## src/rtl/pll_reset_sequencer.sv

```systemverilog
// PLL reset sequencer: synchronises the PLL lock flag, holds downstream logic in reset until
// lock has been stable long enough, generates the CPU clock enable and counts lock losses.
module pll_reset_sequencer #(
  parameter int SYNC_STAGES  = 2,
  parameter int LOCK_CYCLES  = 1024,
  parameter int RESET_CYCLES = 16,
  parameter int CE_DIV       = 8,
  parameter int CNT_W        = 16
) (
  input  logic       clk,
  input  logic       reset,
  input  logic       locked,
  output logic       sys_reset,
  output logic       ready,
  output logic       ce_cpu,
  output logic [1:0] state,
  output logic [7:0] lock_loss_count
);

  // state      | meaning
  // WAIT_LOCK  | waiting for synchronised lock
  // STABILIZE  | lock must stay high for LOCK_CYCLES
  // HOLD_RESET | reset still asserted, clock enable running
  // RUN        | reset released
  typedef enum logic [1:0] {
    WAIT_LOCK  = 2'd0,
    STABILIZE  = 2'd1,
    HOLD_RESET = 2'd2,
    RUN        = 2'd3
  } state_t;

  localparam int CE_W = (CE_DIV > 1) ? $clog2(CE_DIV) : 1;
  localparam logic [CNT_W-1:0] LOCK_LAST  = CNT_W'(LOCK_CYCLES - 1);
  localparam logic [CNT_W-1:0] RESET_LAST = CNT_W'(RESET_CYCLES - 1);
  localparam logic [CE_W-1:0]  CE_LAST    = CE_W'(CE_DIV - 1);

  state_t                 state_q, state_d;
  logic [SYNC_STAGES-1:0] sync_q, sync_d;
  logic [CNT_W-1:0]       cnt_q, cnt_d;
  logic [CE_W-1:0]        ce_cnt_q, ce_cnt_d;
  logic [7:0]             loss_q, loss_d;
  logic                   locked_s;
  logic                   lost;
  logic                   ce_active;

  assign locked_s  = sync_q[SYNC_STAGES-1];
  assign ce_active = (state_q == HOLD_RESET) || (state_q == RUN);

  always_comb begin
    sync_d   = {sync_q[SYNC_STAGES-2:0], locked};
    state_d  = state_q;
    cnt_d    = cnt_q;
    loss_d   = loss_q;
    lost     = 1'b0;
    ce_cnt_d = '0;

    case (state_q)
      WAIT_LOCK: begin
        if (locked_s) begin
          state_d = STABILIZE;
          cnt_d   = '0;
        end
      end
      STABILIZE: begin
        if (!locked_s) begin
          state_d = WAIT_LOCK;
        end else if (cnt_q == LOCK_LAST) begin
          state_d = HOLD_RESET;
          cnt_d   = '0;
        end else begin
          cnt_d = cnt_q + CNT_W'(1);
        end
      end
      HOLD_RESET: begin
        if (!locked_s) begin
          state_d = WAIT_LOCK;
          lost    = 1'b1;
        end else if (cnt_q == RESET_LAST) begin
          state_d = RUN;
        end else begin
          cnt_d = cnt_q + CNT_W'(1);
        end
      end
      RUN: begin
        if (!locked_s) begin
          state_d = WAIT_LOCK;
          lost    = 1'b1;
        end
      end
      default: state_d = WAIT_LOCK;
    endcase

    if (lost && (loss_q != 8'hFF)) begin
      loss_d = loss_q + 8'd1;
    end

    // Entry into HOLD_RESET comes from STABILIZE, so the divider starts from zero there.
    if (ce_active && (state_d != WAIT_LOCK)) begin
      ce_cnt_d = (ce_cnt_q == CE_LAST) ? '0 : ce_cnt_q + CE_W'(1);
    end
  end

  always_ff @(posedge clk) begin
    if (reset) begin
      state_q  <= WAIT_LOCK;
      sync_q   <= '0;
      cnt_q    <= '0;
      ce_cnt_q <= '0;
      loss_q   <= '0;
    end else begin
      state_q  <= state_d;
      sync_q   <= sync_d;
      cnt_q    <= cnt_d;
      ce_cnt_q <= ce_cnt_d;
      loss_q   <= loss_d;
    end
  end

  assign sys_reset       = (state_q != RUN);
  assign ready           = (state_q == RUN);
  assign ce_cpu          = ce_active && (ce_cnt_q == CE_LAST);
  assign state           = state_q;
  assign lock_loss_count = loss_q;

endmodule

```

## config.mk

```make
export PLATFORM = sky130hd
export DESIGN_NAME = pll_reset_sequencer
export DESIGN_NICKNAME = d
export VERILOG_FILES = /design/src/rtl/pll_reset_sequencer.sv
export SDC_FILE = /design/constraint.sdc
export NUM_CORES = 1
export LEC_CHECK = 0
export BUFFER_PORTS_ARGS = -buffer_cell sky130_fd_sc_hd__buf_2
export CORE_ASPECT_RATIO = 1.2
export CORE_MARGIN = 1.5
export CORE_UTILIZATION = 57
export DETAILED_ROUTE_END_ITERATION = 12
export PLACE_DENSITY = 0.77
export SLEW_MARGIN = 5
export SYNTH_ARGS = -nofsm -noshare
export SYNTH_HDL_FRONTEND = slang
export SYNTH_SLANG_ARGS = --single-unit
```

## constraint.sdc

```tcl
create_clock -name clk -period 2.5 [get_ports clk]
set_input_delay 0.75 -clock clk [delete_from_list [all_inputs] [get_ports clk]]
set_output_delay 0.75 -clock clk [all_outputs]
set_load 0.02 [all_outputs]
```

* Word level (Yosys, flattened, before mapping) *
Index checks and enable logic that the tools add are counted.

operators by class
  $add $sub $neg = 3
  bitwise operators = 1
  multiplexer cells = 15
  equal/unequal tests = 12
  reductions and logical operators = 10

operators by type and width
  kind                   number
  $mux 16                5
  $pmux 16 s3            1
  $add 16x1->16 const B  1
  $eq 16x10->1 const B   1
  $eq 16x4->1 const B    1
  $mux 2                 6
  $ne 2x2->1 const B     5
  $add 8x1->8 const B    1
  $ne 8x8->1 const B     1
  $pmux 2 s4             1
  $reduce_and 5->1       1
  $eq 2x2->1 const B     2
  $add 3x1->3 const B    1
  $eq 3x3->1 const B     1
  $logic_and 1x1->1      3
  $reduce_bool 3->1      1
  $reduce_or 3->1        1
  $eq 2x1->1 const B     1
  $logic_not 2->1        1
  $mux 1                 2
  $reduce_bool 2->1      1
  $reduce_or 2->1        1
  $logic_or 1x1->1       1
  $not 1->1              1

storage, ports and cells
  input bits = 3
  word-level logic and storage cells = 46
  output and inout port bits = 13
  flip-flop bits (word level) = 31

* Logic depth before layout (Yosys ltp) *
Gate-level depths: netlist (run 1).

  depth in word-level cells = 8
  mapped depth = 8

* Worst setup path after synthesis (run 1) *
Ideal clock, no wire load.

  path kind = register -> register
  start point = register state_q[1], in the netlist state[1]
  end point = register ce_cnt_q[0]
  clock period less this slack = 2.174 ns
  setup time = 0.112 ns
  arrival = 2.061 ns
  data required time = 2.388 ns
  stages on the path, launching flop included = 7
  buffers on the path = 0
  setup slack = 0.326 ns
  path through = dfxtp_1 > ha_1 > or4b_1 > nor4_2 > o211ai_1 > a21o_1 > a2111oi_1

between the ends
  longest elaborated chain between the ends = 7
  elaborated cells on any way between the ends = 16
  those cells by class = eq/ne (3); mux (7); bitwise (1); reduce/logical (5)

ends and longest elaborated chain
  item                                line    source
  from (decl)                         37      state_t state_q, state_d;
  from (signal assigned)              111     state_q <= state_d;
  $mux 2, on equally long branches    78, 67
  $mux 2, on equally long branches    75, 65
  $pmux 2 s4                          57      case (state_q)
  $reduce_bool 2->1                   98      if (ce_active && (state_d != WAIT_LOCK)) begin
  $logic_and 1x1->1 *                 98
  $not 1->1 (no source line) *        --
  $reduce_or 3->1 (no source line) *  --
  to (signal assigned)                114     ce_cnt_q <= ce_cnt_d;
  to (decl)                           40      logic [CE_W-1:0] ce_cnt_q, ce_cnt_d;

Every way passes the cells marked *; elsewhere a longest branch is shown, timed or not.
A chain may end at the register's enable or synchronous reset.

* Worst setup path after layout (run 1) *
  start point = register state_q[0], in the netlist state[0]
  end point = output ce_cpu

between the ends
  longest elaborated chain between the ends = 3
  elaborated cells on any way between the ends = 4
  those cells by class = eq/ne (2); reduce/logical (2)

ends and longest elaborated chain
  item                 line  source
  $eq 2x2->1           47    assign ce_active = (state_q == HOLD_RESET) || (state_q == RUN);
  $logic_or 1x1->1 *   47
  $logic_and 1x1->1 *  121   assign ce_cpu = ce_active && (ce_cnt_q == CE_LAST);
  to (decl)            15    output logic ce_cpu,

Marks and branches as above.

==> results.py, run 1 <==
metrics = {
    "logic_synthesis": {
        "synth-edff-count": 0,
        "post_synth_most_frequent_cells": "dfxtp_1, nor2_1, nand2_1",
        "synth_largest_type_area_fraction_pct": 39.21,
        "async_reset_ff_share_pct": 0,
        "synthesized_nets": 194,
        "synth-seq-cells": 31,
        "synthTopCellsByArea": "dfxtp_1, ha_1, xor2_1",
        "syn_area_sq_mm": 0.001583,
        "synthesized_area_divided_by_synthesized_cell_count_sq_um": 8.697,
        "yosys_warnings": 0,
        "synth-seq-area-share_pct": 39.21,
        "synth_flop_cell": "dfxtp_1",
        "synth_cell_type_count": 39,
        "postSynthCellCount": 182,
        "yosys.area.top_type": "dfxtp_1",
        "synth_most_common_cell": "dfxtp_1",
    },
    "timing": {
        "timing_hold_violations_final": 0,
        "tns_ps": 0,
        "holdWs_ps": 451.8,
        "post-route-period-util_pct": 93.86,
        "maxClockFrequency_ghz": 0.4261,
        "worstMarginPinSlew_ps": 528.8,
        "post-route-min-period_ps": 2347,
        "setup-violations-final": 0,
        "timing.final.max_slew_violations": 0,
        "finClkSkew_ps": 9.237,
        "relSlewSlack_pct": 64.42,
        "rsz0062_at_grt": "false",
    },
    "route": {
        "drtIter0Drc": 32,
        "drt_drc_violations_left": 0,
        "routed_via_count_divided_by_cell_count": 5.849,
        "wl_per_cell_um": 13.40,
        "detailroute.via_count": 1392,
        "ant_nets": 0,
        "detail_route.first_pass.iterations": 4,
        "total_detailed_routing_wirelength_mm": 3.189,
    },
    "run": {
        "max_cap_violations": 0,
    },
    "floorplan": {
        "die_height_um": 60.73,
        "chipWidth_um": 51.11,
        "starting_utilization_of_the_core_area_pct": 61.41,
        "core-area_sq_mm": 0.002577,
        "io-pin-count": 16,
        "overall_die_area_sq_mm": 0.003103,
        "placement_rows": 20,
    },
    "min_path": {
        "hold-path-cell-count": 1,
        "worst_hold_path_type": "flip-flop to flip-flop",
    },
    "layout": {
        "layout.nets": 217,
        "areaGrowthSynthToFinish_pct": 12.73,
        "drive_above_1_share_pct": 15.61,
        "insertedDiodeCount": 0,
        "filler_cell_count": 198,
        "final_design_area_no_fill_sq_mm": 0.001784,
    },
    "clocking": {
        "cts_made_buffers": 5,
        "cts-hold-fix-buffers": 0,
        "cts.htree.levels": 2,
        "cts_tree": "built",
        "tritoncts_num_sinks": 31,
        "clock_tree.root_cell": "clkbuf_4",
        "clock_insertion_delay_worst_skew_ps": 330,
        "maximum_clock_path_buffer_count": 2,
        "clk_pin_slew_ps": 100,
    },
    "run_status": {
        "status": "completed",
    },
    "worst_setup_path": {
        "crit_path_arrival_time_ps": 1600,
        "r2r.worst_path.cells": 7,
        "critPathMaxFanout": 6,
        "worstSetupPathType": "flip-flop to primary output",
        "cp-start-kind": "flip-flop",
        "crit_slowest_cell": "dfxtp_1",
        "timing.critical_path.to_type": "primary output",
        "required_time_of_the_worst_setup_path_ps": 1750,
        "slowest_delay_ps": 430,
        "total_buffers_and_inverters_traversed_by_the_critical_path": 2,
        "path_delay_family": "flip-flops",
        "worstPathCellList": "inv_1 > ha_1 > nor2_2 > nor2b_1 > buf_2",
        "critical_path_cell_count": 5,
    },
    "grt": {
        "grt_max_degree": 16,
        "gr-usage-all-layers_pct": 24.15,
        "grt_pass1_wl_mm": 5.485,
        "first_global_vias": 1348,
        "grt_overflow": 0,
        "antenna_found_initial": 0,
    },
    "place": {
        "portBuffers": 15,
        "placed_cell_area_sq_mm": 0.001717,
        "place_congestion": 0.8343,
        "post-dp-hpwl_mm": 2.301,
    },
    "pwr": {
        "power.density_mw_per_mm2": 464.1,
        "peakVddDrop_mv": 0.4881,
        "leakage_power_summed_over_all_cells_nw": 0.6954,
    },
}
-- final timing paths --
| path | from | endpoint | slack (ps) |
|---|---|---|---|
| worst max-delay path | state[0] | ce_cpu | 150 |
| worst min-delay path | sync_q[0] | sync_q[1] | 450 |
| worst max register to register | state[0] | ce_cnt_q[0] | 180 |
| worst min register to register | sync_q[0] | sync_q[1] | 450 |
-- what timing repair did --
item / 4_1_cts / 5_1_grt
endpoints found under the setup margin: 0 / 2
gates resized for setup: 0 / 2
setup buffers: 0 / 0
-- per-layer routing --
metal,wire (um),share of wire [%],GRT usage (%)
met1,1308,41,24.49
met2,1650,52,44.16
met3,129,4.0,6.897
met4,99,3.1,14.29
met5,0,0,0
-- placed cells by master, fill, tap and decap left out, types with 2 or more instances in the layout --
master and count:
dfxtp_1 31, nor2_1 18, buf_2 15, nand2_1 13, inv_1 11, xor2_1 10, nand3_1 9, o21ai_0 9
ha_1 9, nor3_1 8, a21oi_1 8, xnor2_1 6, or3_1 6, nand4_1 5, clkbuf_4 5, buf_4 5
nor2b_1 4, and4_1 3, a2111oi_1 3, and3_1 3, nor4_4 2, a21o_1 2, o211ai_1 2
-- cell families after synthesis --
logic type               synth area share [%]
adder cells (fa/ha/maj)                 7.115
AO/OA/AOI/OAI                           12.73
flip-flops                              39.21
multiplexers                           0.6324
AND/OR/NAND/NOR                         27.59
buffers and inverters                   3.874
XOR/XNOR                                8.853
-- power breakdown --
part / internal [W] / switching, W
sequential: 0.000496 / 0.00000353
combinational: 0.00000978 / 0.0000175
clock: 0.000130 / 0.000171
total: 0.000636 / 0.000192
-- area by class of cell --
cell class / instances / area, sq um / area share (%)
clock buffers: 6 / 51.30 / 2.875
clock inverters: 1 / 5.005 / 0.2805
inverters: 11 / 41.29 / 2.314
multi-input cells: 136 / 912.1 / 51.12
flip-flops and latches: 31 / 620.6 / 34.78
well taps: 33 / 41.29 / 2.314
repair buffers: 20 / 112.6 / 6.311
-- stage by stage --
step	setup slack (ps)	std cells	total power, W	util, %
finish	153.4	238	0.0008281	69.22
global placement	323.3	231	0.0005372	66.60
detailed placement	229.4	231	0.0005384	66.60
floorplan	326.4	182	0.0005301	-
global route	20.18	238	0.0008567	69.22
CTS	61.28	238	0.0008350	68.79
-- registers in the layout, summed over array words and instances (netlist names) --
signal / cells
state: 2
lock_loss_count: 8
sync_q: 2
cnt_q: 16
ce_cnt_q: 3
No activity file was read; power rests on OpenSTA's default activity.
==> run 2, diff against run 1 <==
- CORE_UTILIZATION: 57 -> 50
- PLACE_DENSITY: 0.77 -> 0.69
==> run 2 against run 1 <==
- final cell count rose by 0.84%
- flip-flop and latch count stayed put
- power is 4.0% higher
- critical path depth unchanged
- worst setup slack got worse by 110 ps
- routed wire length decreased by 0.13%
- final area is essentially flat
- sequential power hardly changed
- global-route usage down 2.6 points
- combinational power barely moved
- largest power group unchanged
==> results.py, run 2 (same netlist as run 1, synthesis figures left out) <==
metrics = {
    "clocking": {
        "cts_tree": "built",
        "clock_tree.root_cell": "clkbuf_4",
        "post_cts.repair.setup_buffers": 0,
        "maximum_clock_path_buffer_count": 2,
        "cts_made_buffers": 5,
        "tritoncts_num_sinks": 31,
        "cts.htree.levels": 2,
        "clock_insertion_delay_worst_skew_ps": 330,
        "clk_pin_slew_ps": 90,
    },
    "timing": {
        "relSlewSlack_pct": 48.84,
        "post-route-min-period_ps": 2454,
        "rsz0062_at_grt": "true",
        "timing.final.max_slew_violations": 0,
        "finClkSkew_ps": 2.941,
        "setup-violations-final": 0,
        "timing_hold_violations_final": 0,
        "post-route-period-util_pct": 98.15,
        "tns_ps": 0,
        "setup_ws_ps": 46.26,
        "worstMarginPinSlew_ps": 762.3,
        "maxClockFrequency_ghz": 0.4075,
    },
    "min_path": {
        "worstHoldStart": "sync_q[0]",
        "hold-path-cell-count": 1,
        "worst_hold_path_type": "flip-flop to flip-flop",
        "min_delay_worst_endpoint": "sync_q[1]",
    },
    "worst_setup_path": {
        "critPathMaxFanout": 8,
        "cp-start-kind": "flip-flop",
        "critical_path.reg2reg.endpoint": "ce_cnt_q[1]",
        "required_time_of_the_worst_setup_path_ps": 1750,
        "crit_path_arrival_time_ps": 1700,
        "r2r.worst_path.cells": 7,
        "worstSetupPathType": "flip-flop to primary output",
        "timing.critical_path.to_type": "primary output",
        "r2r_start": "state[0]",
        "r2r_setup_slack_ps": 190,
    },
    "layout": {
        "areaGrowthSynthToFinish_pct": 12.81,
        "insertedDiodeCount": 0,
        "final_cell_mix": "dfxtp_1, nor2_1, buf_2",
        "largest_register_ffs": 16,
        "layout.nets": 215,
        "top_register": "cnt_q",
        "drive_above_1_share_pct": 14.71,
        "layout.cells.most_common": "dfxtp_1",
        "utilization_pct": 58.97,
        "final_cells": 240,
        "filler_cell_count": 283,
    },
    "floorplan": {
        "chipWidth_um": 54.36,
        "die_height_um": 64.63,
        "placement_rows": 22,
        "overall_die_area_sq_mm": 0.003513,
        "starting_utilization_of_the_core_area_pct": 52.27,
        "core-area_sq_mm": 0.003028,
        "io-pin-count": 16,
    },
    "route": {
        "total_detailed_routing_wirelength_mm": 3.185,
        "drt_drc_violations_left": 0,
        "ant_nets": 0,
        "wl_per_cell_um": 13.27,
        "routed_via_count_divided_by_cell_count": 5.575,
        "drtIter0Drc": 40,
        "detail_route.first_pass.iterations": 4,
        "detailroute.via_count": 1338,
    },
    "grt": {
        "gr-usage-all-layers_pct": 21.52,
        "first_global_vias": 1342,
        "grt_overflow": 0,
        "grt_pass1_wl_mm": 5.589,
        "antenna_found_initial": 0,
        "grt_max_degree": 16,
    },
    "place": {
        "detailedPlace.worstSlack_ps": 195.8,
        "post-place-cells": 232,
        "place_congestion": 0.8127,
        "post-dp-hpwl_mm": 2.311,
        "portBuffers": 15,
    },
    "run_status": {
        "status": "completed",
    },
    "pwr": {
        "leakage_power_summed_over_all_cells_nw": 0.6903,
        "power.density_mw_per_mm2": 482.3,
        "peakVddDrop_mv": 0.3794,
    },
    "run": {
        "max_cap_violations": 0,
    },
}
==> run 2: worst max-delay path by stage <==
stage,from,to,slack (ps)
global placement,state[0],ce_cnt_q[1],320
finish,state[0],ce_cpu,50
global route,state[0],ce_cpu,-60
detailed placement,state[0],ce_cnt_q[1],200
floorplan,state[1],ce_cnt_q[0],330
CTS,state[0],ce_cpu,40
==> run 2: area by class of cell <==
| class | instances | area [sq um] | share of cell area [%] |
|---|---|---|---|
| clock buffer | 8 | 68.82 | 3.854 |
| inverter | 11 | 41.29 | 2.313 |
| multi-input combinational | 136 | 912.1 | 51.09 |
| sequential | 31 | 620.6 | 34.76 |
| tap | 36 | 45.04 | 2.523 |
| timing repair buffer | 18 | 97.59 | 5.466 |
==> run 2: layer usage <==
metal	share of wire, %	up-vias	global-route usage, %
met5	0	-	0
met1	43	629	23.80
met3	3.7	7	8.065
li1	-	686	-
met2	52	16	35.99
met4	1.9	0	8.438
==> run 2: stage by stage <==
step / instance area [sq um] / total power [W] / hold WS [ps]
3_3_place_gp: 1705 / 0.0005376 / 420.2
2_1_floorplan: 1583 / 0.0005301 / 413.6
6_report: 1785 / 0.0008611 / 450.2
4_1_cts: 1777 / 0.0008701 / 455.2
5_1_grt: 1785 / 0.0008953 / 476.0
3_5_place_dp: 1705 / 0.0005383 / 432.5
==> run 2: what timing repair did <==
item,in CTS,in global routing
endpoints found under the hold margin,0,0
pin swaps,0,0
gates resized for setup,1,1
setup endpoints to repair,1,4
hold buffers,0,0
==> run 2: where the power goes <==
part / internal [W] / switching, W
clock network: 0.000165 / 0.000169
registers: 0.000496 / 0.00000335
logic: 0.00000977 / 0.0000179
total: 0.000671 / 0.000190
==> run 2: critical path, stage by stage (launching register included) <==
cell and delay [ps]:
dfxtp_1 430, inv_1 110, ha_1 260, nor2_2 320, nor2b_1 80, buf_2 160
